===== src/rtl/dff_bank_arbiter.sv =====
// dff_bank_arbiter: round-robin arbiter that loads one requester's data into a shared W-bit register,
// then blocks further loads for HOLD cycles.
module dff_bank_arbiter #(
  parameter int NREQ = 4,
  parameter int W    = 8,
  parameter int HOLD = 2
) (
  input  logic                       C,
  input  logic                       CLR_N,
  input  logic [NREQ-1:0]            REQ,
  input  logic [NREQ*W-1:0]          D,
  output logic [NREQ-1:0]            GNT,
  output logic [W-1:0]               Q,
  output logic [$clog2(NREQ)-1:0]    OWNER,
  output logic                       VALID,
  output logic                       BUSY
);
  localparam int OW = $clog2(NREQ);
  localparam int CW = HOLD > 0 ? $clog2(HOLD + 1) : 1;
  typedef enum logic {S_IDLE, S_HOLD} state_t;
  state_t          r_state, w_state_nxt;
  logic [CW-1:0]   r_cnt, w_cnt_nxt;
  logic [OW-1:0]   r_ptr, r_owner, w_win;
  logic [NREQ-1:0] r_gnt, w_gnt_nxt;
  logic [W-1:0]    r_q;
  logic            r_valid, w_load;
  // scan downwards so the nearest requester after r_ptr is the last one written
  always_comb begin
    logic [OW-1:0] idx;
    idx   = '0;
    w_win = r_ptr;
    for (int k = NREQ; k >= 1; k--) begin
      idx = OW'((int'(r_ptr) + k) % NREQ);
      if (REQ[idx]) w_win = idx;
    end
  end
  assign w_load = r_state == S_IDLE && |REQ;
  always_comb begin
    w_state_nxt = w_load ? (HOLD > 0 ? S_HOLD : S_IDLE)
                         : (r_state == S_HOLD && r_cnt != '0 ? S_HOLD : S_IDLE);
    w_cnt_nxt   = w_load ? CW'(HOLD > 0 ? HOLD - 1 : 0)
                         : (r_cnt != '0 ? r_cnt - CW'(1) : r_cnt);
  end
  always_comb begin
    w_gnt_nxt = w_load ? NREQ'(1) << w_win : '0;
  end
  always_ff @(posedge C or negedge CLR_N) begin
    if (!CLR_N) begin
      r_state <= S_IDLE;
      r_cnt   <= '0;
      r_ptr   <= OW'(NREQ - 1);
      r_owner <= '0;
      r_gnt   <= '0;
      r_q     <= '0;
      r_valid <= 1'b0;
    end else begin
      r_state <= w_state_nxt;
      r_cnt   <= w_cnt_nxt;
      r_gnt   <= w_gnt_nxt;
      if (w_load) begin
        r_q     <= D[w_win*W +: W];
        r_ptr   <= w_win;
        r_owner <= w_win;
        r_valid <= 1'b1;
      end
    end
  end
  assign GNT   = r_gnt;
  assign Q     = r_q;
  assign OWNER = r_owner;
  assign VALID = r_valid;
  assign BUSY  = r_state == S_HOLD;
endmodule


===== config.mk =====
export PLATFORM = sky130hd
export DESIGN_NAME = dff_bank_arbiter
export DESIGN_NICKNAME = d
export VERILOG_FILES = /design/src/rtl/dff_bank_arbiter.sv
export SDC_FILE = /design/constraint.sdc
export NUM_CORES = 1
export LEC_CHECK = 0
export ABC_AREA = 1
export CAP_MARGIN = 20
export CORE_AREA = 4 4 60 62
export DETAILED_ROUTE_END_ITERATION = 12
export DIE_AREA = 0 0 64 66
export PLACE_DENSITY = 0.93
export RECOVER_POWER = 50
export REMOVE_ABC_BUFFERS = 1
export SETUP_SLACK_MARGIN = 0.3
export SYNTH_ARGS = -nofsm -noshare
export SYNTH_HDL_FRONTEND = slang
export SYNTH_SLANG_ARGS = --single-unit

===== constraint.sdc =====
create_clock -name C -period 3.03 [get_ports C]
set_clock_uncertainty 0.15 [all_clocks]
set_input_delay 0.606 -clock C [delete_from_list [all_inputs] [get_ports C]]
set_output_delay 0.606 -clock C [all_outputs]
set_load 0.01 [all_outputs]

==> summary.md <==
| Metric | Value |
|---|---|
| Status | `finished clean` |
| Average size of a mapped cell | `6.749 um^2` |
| Cell Area, Placed | `0.001951 mm^2` |
| Leak | `0.001089 uW` |
| Yosys warnings | `0` |
| Vias in the first global route | `1,251` |
| Crit path cell chain | `dlygate4sd3_1 > o41ai_1 > inv_1 > or2_2` |
| Initial antenna violation count | `0` |
| Number of synthesized flops with an enable pin | `0` |
| # hold bufs at CTS | `0` |
| I/O pin cnt | `54` |
| Max-slew violation count | `0` |
| Initial DRC Count | `56` |
| Core area | `0.003028 mm^2` |
| Netlist Area Pre-Place | `0.001404 mm^2` |
| Max incr delay on CP | `590 ps` |
| Post-Route Setup TNS | `0 ps` |
| Hold Path Stages | `1` |
| DIE AREA | `0.004224 mm^2` |
| Crit Reg-Reg Endpoint | `Q[4]` |
| Max_slew headroom | `43.08%` |
| Die height | `66 um` |
| Vias/cell | `4.591` |
| RSZ-0062 raised after global routing | `false` |
| Post-DR wirelength/cell | `10.37 um` |
| CTS tree | `built` |
| Min Tclk post-route | `2370 ps` |
| Worst setup path category | `in2reg` |
| Top delay family on crit path | `buffers and inverters` |
| Routed Antenna Nets | `0` |
| R2R Path Start | `r_ptr[0]` |
| Yosys reg bits | `20` |
| Cell area after layout | `0.001992 mm^2` |
| Cells on worst reg2reg path | `13` |
| Post-CTS setup buffers | `0` |
| Seq/Total Area, Yosys | `35.83%` |
| Ant diodes | `0` |
| Worst hold start | `VALID` |
| Max Cap Viol | `0` |
| Starting Density | `46.36%` |
| TritonCTS buffer count | `3` |
| Largest net degree at the start of global routing | `21` |
| Post-synth ARST share | `100.0%` |
| Worst min path class | `reg2reg` |
| Worst path bufs/invs | `2` |
| Final worst-path cycle share | `78.23%` |
| Hold endpoint | `VALID` |
| Worst setup EP type | `register` |
| Post-CTS resize count | `0` |
| Global-route wire length before repair | `5347 um` |
| DR vias | `1,391` |
| CP max stage cell | `dlygate4sd3_1` |
| Worst VDD drop | `435.6 uV` |
| Clock sink total | `20` |
| Fmax | `421.9 MHz` |
| Layout cells sized above 1 | `10.42%` |
| Clock Path Buffers | `2` |
| Worst-path clk slew | `110 ps` |
| Final Setup Violations | `0` |
| PwrDens | `1076 mW/mm^2` |
| Crit Path Max Fanout | `15` |
| CTS H-tree depth | `1` |
| Die width | `64 um` |
| Worst skew pair latency | `300 ps` |
| Dpl hpwl | `2407 um` |
| Routability congestion estimate | `0.8026` |
| P&R area growth vs syn | `41.89%` |
| Arr. time, crit path | `2420 ps` |
| Placed cells | `299` |
| Post-route insts no fill | `303` |
| DR DRC count | `0` |
| Final WL | `3141 um` |
| GRT overflow | `0` |
| Reg-to-reg slack, setup | `790 ps` |
| Hold Violations, Final | `0` |
| Netlist cell types | `25` |
| Core Rows | `20` |
| Total track usage | `15.53%` |
| Worst EP required | `3080 ps` |
| Synth Flop Type | `dfrtp_1` |
| PortBufs | `53` |
| Layout Nets | `299` |
| Initial DRT Pass Iterations | `4` |
| Gate count of the mapped netlist | `208` |
| Clk root buf | `clkbuf_4` |
| Slew at the pin closest to its max-slew limit | `851.0 ps` |
| Critical Path Source Type | `input pin` |
-- power breakdown --
part           total, uW  internal, uW  switching [uW]
registers            482           399            82.7
logic               1450           566             880
clock network        215           134            81.7
total               2140          1100            1040
-- area by class of cell --
cell class	instances	area [um^2]
fill	276	1036
multi-input combinational	138	675.6
clock buffer	3	22.52
inverter	43	171.4
timing repair buffer	54	534.3
clock inverter	1	30.03
sequential	20	503.0
tap	44	55.05
-- cells in the mapped netlist, types with 2 or more instances --
| master | instances | area, um^2 |
|---|---|---|
| nor2_1 | 6 | 22.52 |
| inv_1 | 39 | 146.4 |
| buf_2 | 4 | 20.02 |
| a21oi_1 | 2 | 10.01 |
| nand2_2 | 9 | 56.30 |
| dfrtp_1 | 18 | 450.4 |
| nand2_1 | 73 | 274.0 |
| buf_6 | 2 | 22.52 |
| nand2_4 | 3 | 33.78 |
| nand3_1 | 34 | 170.2 |
| o21ai_0 | 2 | 10.01 |
| inv_2 | 2 | 7.510 |
| dfstp_2 | 2 | 52.55 |
-- cell families (layout without fill, tap and decap cells) --
family          after synthesis  after routing  share of synthesized area, %
flops                        20             20                         35.83
fa+ha+maj                     1              1                        0.8911
simple gates                128            128                         42.78
compound gates                8              8                         4.367
buf+inv                      50            101                         15.51
xor+xnor                      1              1                        0.6240
-- metal layers --
layer / vias up / GRT usage (%) / share of wire (%)
li1: 724 / - / -
met1: 596 / 18.01 / 40
met2: 67 / 29.16 / 50
met3: 4 / 3.231 / 9.0
met4: 0 / 3.235 / 0.73
met5: - / 0 / 0
-- worst reg2reg max path: cells and delay by family (launching register included) --
family / cells / cell delay [ps]
buf+inv: 2 / 160
flops: 1 / 710
simple gates: 11 / 1130
-- sequential cells by signal (all words and copies together) (netlist names) --
name / cells
GNT: 4
r_cnt: 2
OWNER: 2
r_ptr: 2
VALID: 1
BUSY: 1
Q: 8
-- per-stage QoR --
step | power (uW) | hold WS, ps | utilization (%) | setup WS [ps]
final | 2143 | 339.8 | 65.79 | 659.6
after global routing | 2362 | 364.4 | 65.79 | 515.4
after CTS | 2172 | 340.9 | 66.16 | 717.9
after detailed placement | 1952 | 314.8 | 64.42 | 406.9
after global placement | 1918 | 305.9 | 64.42 | 466.6
after floorplan | 1498 | 160.4 | - | 714.0
-- worst max path at each step --
stage,to,slack (ps),cells past startpoint,from
6_report,VALID,660,4,REQ[1]
5_1_grt,Q[3],520,14,REQ[1]
4_1_cts,Q[5],720,11,REQ[3]
3_5_place_dp,Q[5],410,11,REQ[3]
3_3_place_gp,Q[5],470,11,REQ[3]
2_1_floorplan,VALID,710,3,REQ[1]
-- layout by cell type, fill, tap and decap left out, types with 2 or more instances in the layout --
master and n:
a21oi_1 2, clkbuf_4 3, clkdlybuf4s50_1 46, dfrtp_1 18, dfstp_2 2, dlygate4sd3_1 7
inv_1 39, inv_2 2, nand2_1 73, nand2_2 9, nand2_4 3, nand3_1 34
nor2_1 6, o21ai_0 2
Note: power is estimated with default switching activity, not from simulation.
